===== src/rtl/m_mem_mux_arb_if.sv =====
// m_mem_mux_arb_if
//   Bundles the two requester channels and the memory-side outputs of the
//   Slipstream address-path arbiter.
//   Requester side : REQ1/ADDR1/WR1 (CPU), REQ2/ADDR2/WR2/HOLD2 (blitter)
//   Memory side    : SEL, MADDR, MWR, MSTB, ACK1, ACK2, BUSY
//   slave  modport : the arbiter (consumes requests, drives memory side)
//   master modport : the requesters / environment
interface m_mem_mux_arb_if #(
    parameter int unsigned AW = 20
);
    logic          REQ1;
    logic [AW-1:0] ADDR1;
    logic          WR1;
    logic          REQ2;
    logic [AW-1:0] ADDR2;
    logic          WR2;
    logic          HOLD2;
    logic          SEL;
    logic [AW-1:0] MADDR;
    logic          MWR;
    logic          MSTB;
    logic          ACK1;
    logic          ACK2;
    logic          BUSY;

    modport slave (
        input  REQ1, ADDR1, WR1, REQ2, ADDR2, WR2, HOLD2,
        output SEL, MADDR, MWR, MSTB, ACK1, ACK2, BUSY
    );

    modport master (
        output REQ1, ADDR1, WR1, REQ2, ADDR2, WR2, HOLD2,
        input  SEL, MADDR, MWR, MSTB, ACK1, ACK2, BUSY
    );
endinterface


===== src/rtl/m_mem_mux_arb.sv =====
// m_mem_mux_arb
//   Arbitrates the shared memory address path between the CPU (mux IN1,
//   SEL=0) and the blitter (mux IN2, SEL=1). Grants are made only in IDLE;
//   a one-cycle TURN is inserted whenever SEL must change so the TMUX1 bank
//   never switches under a strobe. Each access holds MSTB for WAITS+1
//   cycles and ends with a one-cycle ACK to the owning requester.
//   Ports:
//     CLK   - system clock, rising edge
//     RESET - synchronous active-high reset
//     bus   - slave modport: requests in, SEL/MADDR/MWR/MSTB/ACKn/BUSY out
//   Parameters: AW address width, WAITS wait states (0..7),
//               MAXHOLD max blitter hold grants while CPU waits (1..15)
module m_mem_mux_arb #(
    parameter int unsigned AW      = 20,
    parameter int unsigned WAITS   = 2,
    parameter int unsigned MAXHOLD = 4
) (
    input  logic           CLK,
    input  logic           RESET,
    m_mem_mux_arb_if.slave bus
);

    localparam logic [2:0] WAITS_C   = 3'(WAITS);
    localparam logic [3:0] MAXHOLD_C = 4'(MAXHOLD);

    typedef enum logic [1:0] {
        IDLE   = 2'd0,
        TURN   = 2'd1,
        ACCESS = 2'd2
    } state_t;

    state_t        state_q, state_d;
    logic          sel_q, sel_d;
    logic [AW-1:0] maddr_q, maddr_d;
    logic          mwr_q, mwr_d;
    logic          mstb_q, mstb_d;
    logic          ack1_q, ack1_d;
    logic          ack2_q, ack2_d;
    logic          busy_q, busy_d;
    logic          last2_q, last2_d;   // 1 when the blitter had the last grant
    logic [3:0]    hold_q, hold_d;
    logic [2:0]    wcnt_q, wcnt_d;
    logic          win2;

    always_ff @(posedge CLK) begin
        if (RESET) begin
            state_q <= IDLE;
            sel_q   <= 1'b0;
            maddr_q <= '0;
            mwr_q   <= 1'b0;
            mstb_q  <= 1'b0;
            ack1_q  <= 1'b0;
            ack2_q  <= 1'b0;
            busy_q  <= 1'b0;
            last2_q <= 1'b1;
            hold_q  <= '0;
            wcnt_q  <= '0;
        end else begin
            state_q <= state_d;
            sel_q   <= sel_d;
            maddr_q <= maddr_d;
            mwr_q   <= mwr_d;
            mstb_q  <= mstb_d;
            ack1_q  <= ack1_d;
            ack2_q  <= ack2_d;
            busy_q  <= busy_d;
            last2_q <= last2_d;
            hold_q  <= hold_d;
            wcnt_q  <= wcnt_d;
        end
    end

    always_comb begin
        state_d = state_q;
        sel_d   = sel_q;
        maddr_d = maddr_q;
        mwr_d   = mwr_q;
        mstb_d  = 1'b0;
        ack1_d  = 1'b0;
        ack2_d  = 1'b0;
        busy_d  = 1'b0;
        last2_d = last2_q;
        hold_d  = hold_q;
        wcnt_d  = wcnt_q;

        // Tie: blitter keeps the bus under HOLD2 until the hold budget is
        // spent, otherwise plain round robin.
        if (bus.REQ1 && bus.REQ2) begin
            if (last2_q && bus.HOLD2 && (hold_q < MAXHOLD_C))
                win2 = 1'b1;
            else
                win2 = ~last2_q;
        end else begin
            win2 = bus.REQ2;
        end

        // ACK outputs are registered, so each is raised on the edge that
        // enters the final strobe cycle (count will equal WAITS there).
        unique case (state_q)
            IDLE: begin
                if (bus.REQ1 || bus.REQ2) begin
                    maddr_d = win2 ? bus.ADDR2 : bus.ADDR1;
                    mwr_d   = win2 ? bus.WR2 : bus.WR1;
                    last2_d = win2;
                    hold_d  = (win2 && bus.REQ1 && bus.HOLD2) ? hold_q + 4'd1 : 4'd0;
                    wcnt_d  = '0;
                    busy_d  = 1'b1;
                    if (win2 == sel_q) begin
                        state_d = ACCESS;
                        mstb_d  = 1'b1;
                        ack1_d  = (WAITS_C == 3'd0) && !win2;
                        ack2_d  = (WAITS_C == 3'd0) && win2;
                    end else begin
                        state_d = TURN;
                        sel_d   = win2;
                    end
                end
            end
            TURN: begin
                state_d = ACCESS;
                mstb_d  = 1'b1;
                busy_d  = 1'b1;
                wcnt_d  = '0;
                ack1_d  = (WAITS_C == 3'd0) && !sel_q;
                ack2_d  = (WAITS_C == 3'd0) && sel_q;
            end
            ACCESS: begin
                if (wcnt_q == WAITS_C) begin
                    state_d = IDLE;
                    wcnt_d  = '0;
                end else begin
                    wcnt_d  = wcnt_q + 3'd1;
                    mstb_d  = 1'b1;
                    busy_d  = 1'b1;
                    ack1_d  = ((wcnt_q + 3'd1) == WAITS_C) && !sel_q;
                    ack2_d  = ((wcnt_q + 3'd1) == WAITS_C) && sel_q;
                end
            end
            default: begin
                state_d = IDLE;
            end
        endcase
    end

    assign bus.SEL   = sel_q;
    assign bus.MADDR = maddr_q;
    assign bus.MWR   = mwr_q;
    assign bus.MSTB  = mstb_q;
    assign bus.ACK1  = ack1_q;
    assign bus.ACK2  = ack2_q;
    assign bus.BUSY  = busy_q;

endmodule


===== src/flat_wrapper.sv =====
// flat-port wrapper written by rule: the top's interface ports become plain ports
module m_mem_mux_arb_flat 
#(
    parameter int unsigned AW      = 20,
    parameter int unsigned WAITS   = 2,
    parameter int unsigned MAXHOLD = 4
)
  (CLK, RESET, bus_REQ1, bus_ADDR1, bus_WR1, bus_REQ2, bus_ADDR2, bus_WR2, bus_HOLD2, bus_SEL, bus_MADDR, bus_MWR, bus_MSTB, bus_ACK1, bus_ACK2, bus_BUSY);
  m_mem_mux_arb_if #(.AW(AW)) bus_i ();
  input  logic CLK;
  input  logic RESET;
  input wire logic [$bits(bus_i.REQ1)-1:0] bus_REQ1;
  input wire logic [$bits(bus_i.ADDR1)-1:0] bus_ADDR1;
  input wire logic [$bits(bus_i.WR1)-1:0] bus_WR1;
  input wire logic [$bits(bus_i.REQ2)-1:0] bus_REQ2;
  input wire logic [$bits(bus_i.ADDR2)-1:0] bus_ADDR2;
  input wire logic [$bits(bus_i.WR2)-1:0] bus_WR2;
  input wire logic [$bits(bus_i.HOLD2)-1:0] bus_HOLD2;
  output wire logic [$bits(bus_i.SEL)-1:0] bus_SEL;
  output wire logic [$bits(bus_i.MADDR)-1:0] bus_MADDR;
  output wire logic [$bits(bus_i.MWR)-1:0] bus_MWR;
  output wire logic [$bits(bus_i.MSTB)-1:0] bus_MSTB;
  output wire logic [$bits(bus_i.ACK1)-1:0] bus_ACK1;
  output wire logic [$bits(bus_i.ACK2)-1:0] bus_ACK2;
  output wire logic [$bits(bus_i.BUSY)-1:0] bus_BUSY;
  assign bus_i.REQ1 = bus_REQ1;
  assign bus_i.ADDR1 = bus_ADDR1;
  assign bus_i.WR1 = bus_WR1;
  assign bus_i.REQ2 = bus_REQ2;
  assign bus_i.ADDR2 = bus_ADDR2;
  assign bus_i.WR2 = bus_WR2;
  assign bus_i.HOLD2 = bus_HOLD2;
  assign bus_SEL = bus_i.SEL;
  assign bus_MADDR = bus_i.MADDR;
  assign bus_MWR = bus_i.MWR;
  assign bus_MSTB = bus_i.MSTB;
  assign bus_ACK1 = bus_i.ACK1;
  assign bus_ACK2 = bus_i.ACK2;
  assign bus_BUSY = bus_i.BUSY;
  m_mem_mux_arb #(.AW(AW), .WAITS(WAITS), .MAXHOLD(MAXHOLD)) u_core (.CLK(CLK), .RESET(RESET), .bus(bus_i));
endmodule

===== config.mk =====
export PLATFORM = sky130hd
export DESIGN_NAME = m_mem_mux_arb_flat
export DESIGN_NICKNAME = d
export VERILOG_FILES = /design/src/rtl/m_mem_mux_arb_if.sv /design/src/rtl/m_mem_mux_arb.sv /design/src/flat_wrapper.sv
export SDC_FILE = /design/constraint.sdc
export NUM_CORES = 1
export LEC_CHECK = 0
export ABC_CLOCK_PERIOD_IN_PS = 1600
export CAP_MARGIN = 20
export CELL_PAD_IN_SITES_DETAIL_PLACEMENT = 1
export CELL_PAD_IN_SITES_GLOBAL_PLACEMENT = 1
export CORE_ASPECT_RATIO = 1.75
export CORE_MARGIN = 4
export CORE_UTILIZATION = 28
export CTS_CLUSTER_DIAMETER = 80
export DETAILED_ROUTE_END_ITERATION = 8
export PLACE_DENSITY = 0.76
export SYNTH_ARGS = -nofsm -noshare
export SYNTH_HDL_FRONTEND = slang
export SYNTH_SLANG_ARGS = --single-unit

===== constraint.sdc =====
create_clock -name CLK -period 1.6 [get_ports CLK]
set_input_delay 0.32 -clock CLK [delete_from_list [all_inputs] [get_ports CLK]]
set_output_delay 0.32 -clock CLK [all_outputs]
set_load 0.01 [all_outputs]

==> results of run 1 <==
per-layer routing:
layer	part of all wire (%)	up-vias	routed length (µm)
li1	-	852	-
met1	37	817	1990
met2	57	46	3120
met3	4.2	6	229
met4	1.6	0	88
met5	0	-	0
where the power goes:
| part | switching (mW) | total, mW | internal [mW] |
|---|---|---|---|
| logic | 0.756 | 1.59 | 0.839 |
| registers | 0.146 | 1.27 | 1.12 |
| clock network | 0.319 | 0.781 | 0.462 |
state kept, by name, summed over array words and instances (netlist names), 2 cells and up:
register,cells
u_core.bus.MADDR,20
u_core.hold_q,4
u_core.wcnt_q,3
u_core.state_q,2
path summary, 6_finish.rpt:
path / startpoint / end / slack [ns] / cells past startpoint
hold / removal: u_core.hold_q[1] / u_core.hold_q[1] / 0.48 / 2
hold reg to reg: u_core.hold_q[1] / u_core.hold_q[1] / 0.48 / 2
setup reg to reg: u_core.state_q[1] / u_core.hold_q[3] / 0.11 / 4
setup / recovery: u_core.bus.MADDR[14] / bus_MADDR[14] / 0.09 / 1
per-stage QoR:
step	total power, mW	TNS (ns)	hold WS (ns)	util [%]
after detailed placement	2.87	-7.99	0.474	46.9
final	3.64	0	0.479	49.4
after global routing	3.88	-0.000888	0.522	49.4
after floorplan	2.03	0	0.449	-
after global placement	2.83	-6.46	0.458	46.9
after CTS	3.68	0	0.484	49.1
cell usage in the layout (no fill, tap or decap), types with 3 or more instances in the layout:
master           netlist  routed
nor2_1                28      28
dfxtp_1               36      36
clkdlybuf4s50_1        0      69
nand3_1                4       4
buf_12                 0       3
clkbuf_8               0       5
buf_4                  3      15
a21oi_1               26      25
nand2_1               27      27
o21ai_0                4       4
a211oi_1              22      22
cells by family (layout without fill, tap and decap cells):
| kind of cell | count (synthesis) | in the layout | share of synthesized area [%] |
|---|---|---|---|
| AO/OA/AOI/OAI | 63 | 63 | 25.6 |
| XOR/XNOR | 1 | 1 | 0.555 |
| adder cells (fa/ha/maj) | 1 | 1 | 0.792 |
| buffers and inverters | 15 | 102 | 4.68 |
| flip-flops | 36 | 36 | 45.6 |
| multiplexers | 2 | 2 | 1.43 |
| AND/OR/NAND/NOR | 75 | 75 | 21.3 |
cell type report:
cell class	count	area, µm²	area share, %
Timing Repair Buffer	92	920	34.5
Sequential cell	36	721	27.1
Clock buffer	6	72.6	2.73
Clock inverter	2	35.0	1.32
Inverter	2	7.51	0.282
Multi-Input combinational cell	142	815	30.6
Tap cell	74	92.6	3.48
==> results.cfg, run 1 <==
[cts]
cts_root_buf = clkbuf_8
cts-htree-levels = 2
hold_buffers = 0
cts_tree = yes
cts_buffer_depth = 2
clock_latency_ns = 0.29
post_cts_buffers = 0
cts_resized = 4
clkTransAtPathRegs_ns = 0.07
numCtsBuffers = 5
cts.sinks = 36

[floorplan]
dieArea_um2 = 6950
num_rows = 35
start_util_pct = 29.3
ios = 73
die_height_um = 107
core_area_um2 = 5390
die_w_um = 64.8

[detailed_routing]
drc_errors = 0
vias_per_cell = 4.86
dr.pass1.iters = 4
wire_per_inst_um = 15.3
drtIter0Drc = 35
vias = 1721
drtAntennaViolNets = 0
wl_um = 5420

[grt]
grt_max_degree = 24
grt-busiest-layer = met2
gr-usage-met1_pct = 17.4
antenna_found_initial = 0
grt_usage_pct = 16.0
grt_overflow = 0
grt_pass1_wl_um = 8700
use_met2_pct = 29.7
grt_pass1_vias = 1770
grt_use_met3_pct = 3.03

[critical_path]
critPathBufInv = 1
arrival_ns = 1.19
worst_setup_path_start_kind = flop
cp_slowest_cell = clkdlybuf4s50_1
cp_top_family = buffers and inverters
max_stage_delay_ns = 0.55
path_max_fanout = 2
end_kind = output port
required_ns = 1.28
cp_cell_sequence = clkdlybuf4s50_1
critPathKind = flop to output port

[synthesis]
synth.most_common_cell = dfxtp_1
yosys_warnings = 0
synth_area_leader_cell = dfxtp_1
synth_flop_cell = dfxtp_1
yosysSeqAreaShare_pct = 45.6
netlist_top_cells_count = dfxtp_1 (36), nor2_1 (28), nand2_1 (27), a21oi_1 (26), a211oi_1 (22)
netlist.area_leader.share_pct = 45.6
synth_nets = 241
avgSynthCellArea_um2 = 8.18
async_flop_share_pct = 0
synth_area_leaders = dfxtp_1 (46%), a211oi_1 (10%), a21oi_1 (8.2%)
netlist_instances = 193
synthesis.area_um2 = 1580
synth_edf_count = 0
synthDistinctLibCells = 35
ys_ff_latch = 36

[cells_and_area]
syn_to_final_growth_pct = 68.6
diodes = 0
design_area_um2 = 2660
instances_no_fill = 354
drive_above_1_share_pct = 12.9
fillCellCount = 636
nNetsFinal = 327

[timing]
skew_ns = 0.00666
fmax_ghz = 0.664
slew-limit-headroom_pct = 73.6
setup-violations-final = 0
drv_slew = 0
worst_slack_ns = 0.0931
layout_worst_path_cycle_share_pct = 94.2
hold_violations = 0
worst_pin_slew_ns = 0.394
finalCriticalPeriod_ns = 1.51

[job]
maxCapViolCount = 0

[place]
dpl-instance-area_um2 = 2520
gp_congestion = 0.711
io_buffers = 72
hpwl_um = 4160
pre_cts_ws_ns = -0.382
place_inst = 346

[hold_path]
hold_path_class = flop to flop

[power_and_ir_drop]
powerDensity_nw_per_um2 = 1370
leakagePower_nw = 1.03
ir_drop_mv = 0.654

[outcome]
run_status = completed
No activity file was read; power rests on OpenSTA's default activity.
==> inputs of run 2 (changes only) <==
--- a/config.mk
+++ b/config.mk
@@ -14,7 +14,7 @@
 export CORE_UTILIZATION = 28
 export CTS_CLUSTER_DIAMETER = 80
 export DETAILED_ROUTE_END_ITERATION = 8
-export PLACE_DENSITY = 0.76
+export PLACE_DENSITY_LB_ADDON = 0.1
 export SYNTH_ARGS = -nofsm -noshare
 export SYNTH_HDL_FRONTEND = slang
 export SYNTH_SLANG_ARGS = --single-unit
==> run 2 against run 1 <==
Against the previous run:
- die area stayed put
- critical path depth unchanged
- sequential share of layout area rose by 0.11 points
- register-to-register slack better by 0.07 ns
- hold slack improved by 0.00076 ns
- highest routed layer unchanged
==> results.cfg, run 2 (synthesis results as in run 1) <==
[hold_path]
hold_path_class = flop to flop
worstHoldPathCells = 2

[timing]
finalCriticalPeriod_ns = 1.53
setup-violations-final = 0
holdWs_ns = 0.480
hold_violations = 0
worst_slack_ns = 0.0665
rsz0062_at_grt = no
worst_pin_slew_ns = 0.330
fmax_ghz = 0.652
skew_ns = 0.00618
layout_worst_path_cycle_share_pct = 95.8
slew-limit-headroom_pct = 77.8
drv_slew = 0

[floorplan]
core_area_um2 = 5390
ios = 73
die_w_um = 64.8
dieArea_um2 = 6950
num_rows = 35
start_util_pct = 29.3
die_height_um = 107

[critical_path]
path_max_fanout = 5
reg2reg_depth = 4
crit_end = bus_SEL
worstReg2RegStart = u_core.state_q[1]
cp.depth = 1
cp_top_family = buffers and inverters
worst_setup_path_start_kind = flop
rrSetupSlack_ns = 0.18
required_ns = 1.28
critPathKind = flop to output port
arrival_ns = 1.21
cp_cell_sequence = clkdlybuf4s50_1
crit_path_start = u_core.bus.SEL
critPathBufInv = 1
cp_slowest_cell = clkdlybuf4s50_1
end_kind = output port
max_stage_delay_ns = 0.55
r2r-end = u_core.hold_q[3]

[grt]
grt_pass1_wl_um = 8740
antenna_found_initial = 0
grt_usage_pct = 16.2
grt_pass1_vias = 1839
grt_overflow = 0
grt_max_degree = 26

[cts]
numCtsBuffers = 5
cts_tree = yes
cts_buffer_depth = 2
post_cts_buffers = 0
clkTransAtPathRegs_ns = 0.07
cts_root_buf = clkbuf_8
clock_latency_ns = 0.29
cts-htree-levels = 2
cts.sinks = 36

[detailed_routing]
vias_per_cell = 4.89
drc_errors = 0
drtIter0Drc = 30
wire_per_inst_um = 15.4
dr.pass1.iters = 4
wl_um = 5410
drtAntennaViolNets = 0
vias = 1721

[cells_and_area]
fillCellCount = 648
design_area_um2 = 2660
syn_to_final_growth_pct = 68.2
nNetsFinal = 326
drive_above_1_share_pct = 13.3
diodes = 0
final_common_cell = clkdlybuf4s50_1
final_cell_mix = clkdlybuf4s50_1 (70), dfxtp_1 (35), nor2_1 (28)
largest_register_ff_count = 20

[place]
dpl-instance-area_um2 = 2520
pre_cts_ws_ns = -0.347
gp_congestion = 0.714
hpwl_um = 3940
io_buffers = 72

[outcome]
run_status = completed

[power_and_ir_drop]
powerDensity_nw_per_um2 = 1320
leakagePower_nw = 1.02
ir_drop_mv = 0.726
power.total_mw = 3.50

[job]
maxCapViolCount = 0
[run 2: changes by cell type in the layout (fill, tap and decap cells not counted), sizes merged]
cell / previous run / this run
buf: 20 / 19
bufinv: 1 / 0
clkdlybuf4s50: 69 / 70
dlymetal6s2s: 2 / 1
[run 2: how the worst min path moves through the flow]
| stage | start | to | slack [ns] |
|---|---|---|---|
| floorplan | u_core.hold_q[1] | u_core.hold_q[1] | 0.45 |
| global placement | u_core.hold_q[1] | u_core.hold_q[1] | 0.46 |
| detailed placement | u_core.hold_q[1] | u_core.hold_q[1] | 0.48 |
| CTS | u_core.hold_q[1] | u_core.hold_q[1] | 0.49 |
| global route | u_core.bus.SEL | u_core.bus.ACK1 | 0.50 |
| finish | u_core.hold_q[1] | u_core.hold_q[1] | 0.48 |
[run 2: tightest hold or removal path: cells and delay by family, from the launching register on]
family | cells | cell delay (ns)
AO/OA/AOI/OAI | 1 | 0.05
flip-flops | 1 | 0.33
AND/OR/NAND/NOR | 1 | 0.06
[run 2: per-stage QoR]
stage          TNS (ns)  instances  utilization (%)
5_1_grt               0        352             49.3
3_5_place_dp      -8.71        344             46.8
4_1_cts               0        352             48.9
3_3_place_gp      -7.57        344             46.8
6_report              0        352             49.3
2_1_floorplan         0        193                -
[run 2: metal layers]
layer | up-vias | routed length (µm) | GRT usage (%)
li1 | 848 | - | -
met1 | 818 | 2060 | 16.5
met2 | 49 | 2950 | 31.2
met3 | 6 | 338 | 4.49
met4 | 0 | 65 | 4.54
met5 | - | 0 | 0
[run 2: power breakdown]
part / total [mW] / internal, mW / switching [mW]
Combinational: 1.61 / 0.846 / 0.760
Clock: 0.619 / 0.296 / 0.323
Sequential: 1.27 / 1.12 / 0.149
Total: 3.50 / 2.27 / 1.23
[run 2: final cells by class]
type                    instances  area (µm²)  share of cell area (%)
flip-flops and latches         36         722                    27.2
clock buffers                   6        72.6                    2.73
inverters                       2        7.51                   0.283
multi-input cells             142         835                    31.4
repair buffers                 91         922                    34.7
clock inverters                 1        5.00                   0.188
well taps                      74        92.6                    3.49
[run 2: repair_timing]
action	in CTS	in global routing
endpoints found under the setup margin	18	15
hold endpoints to repair	0	0
gates resized for setup	7	5
gates cloned	1	0
pin swaps	0	0
hold buffers	0	0
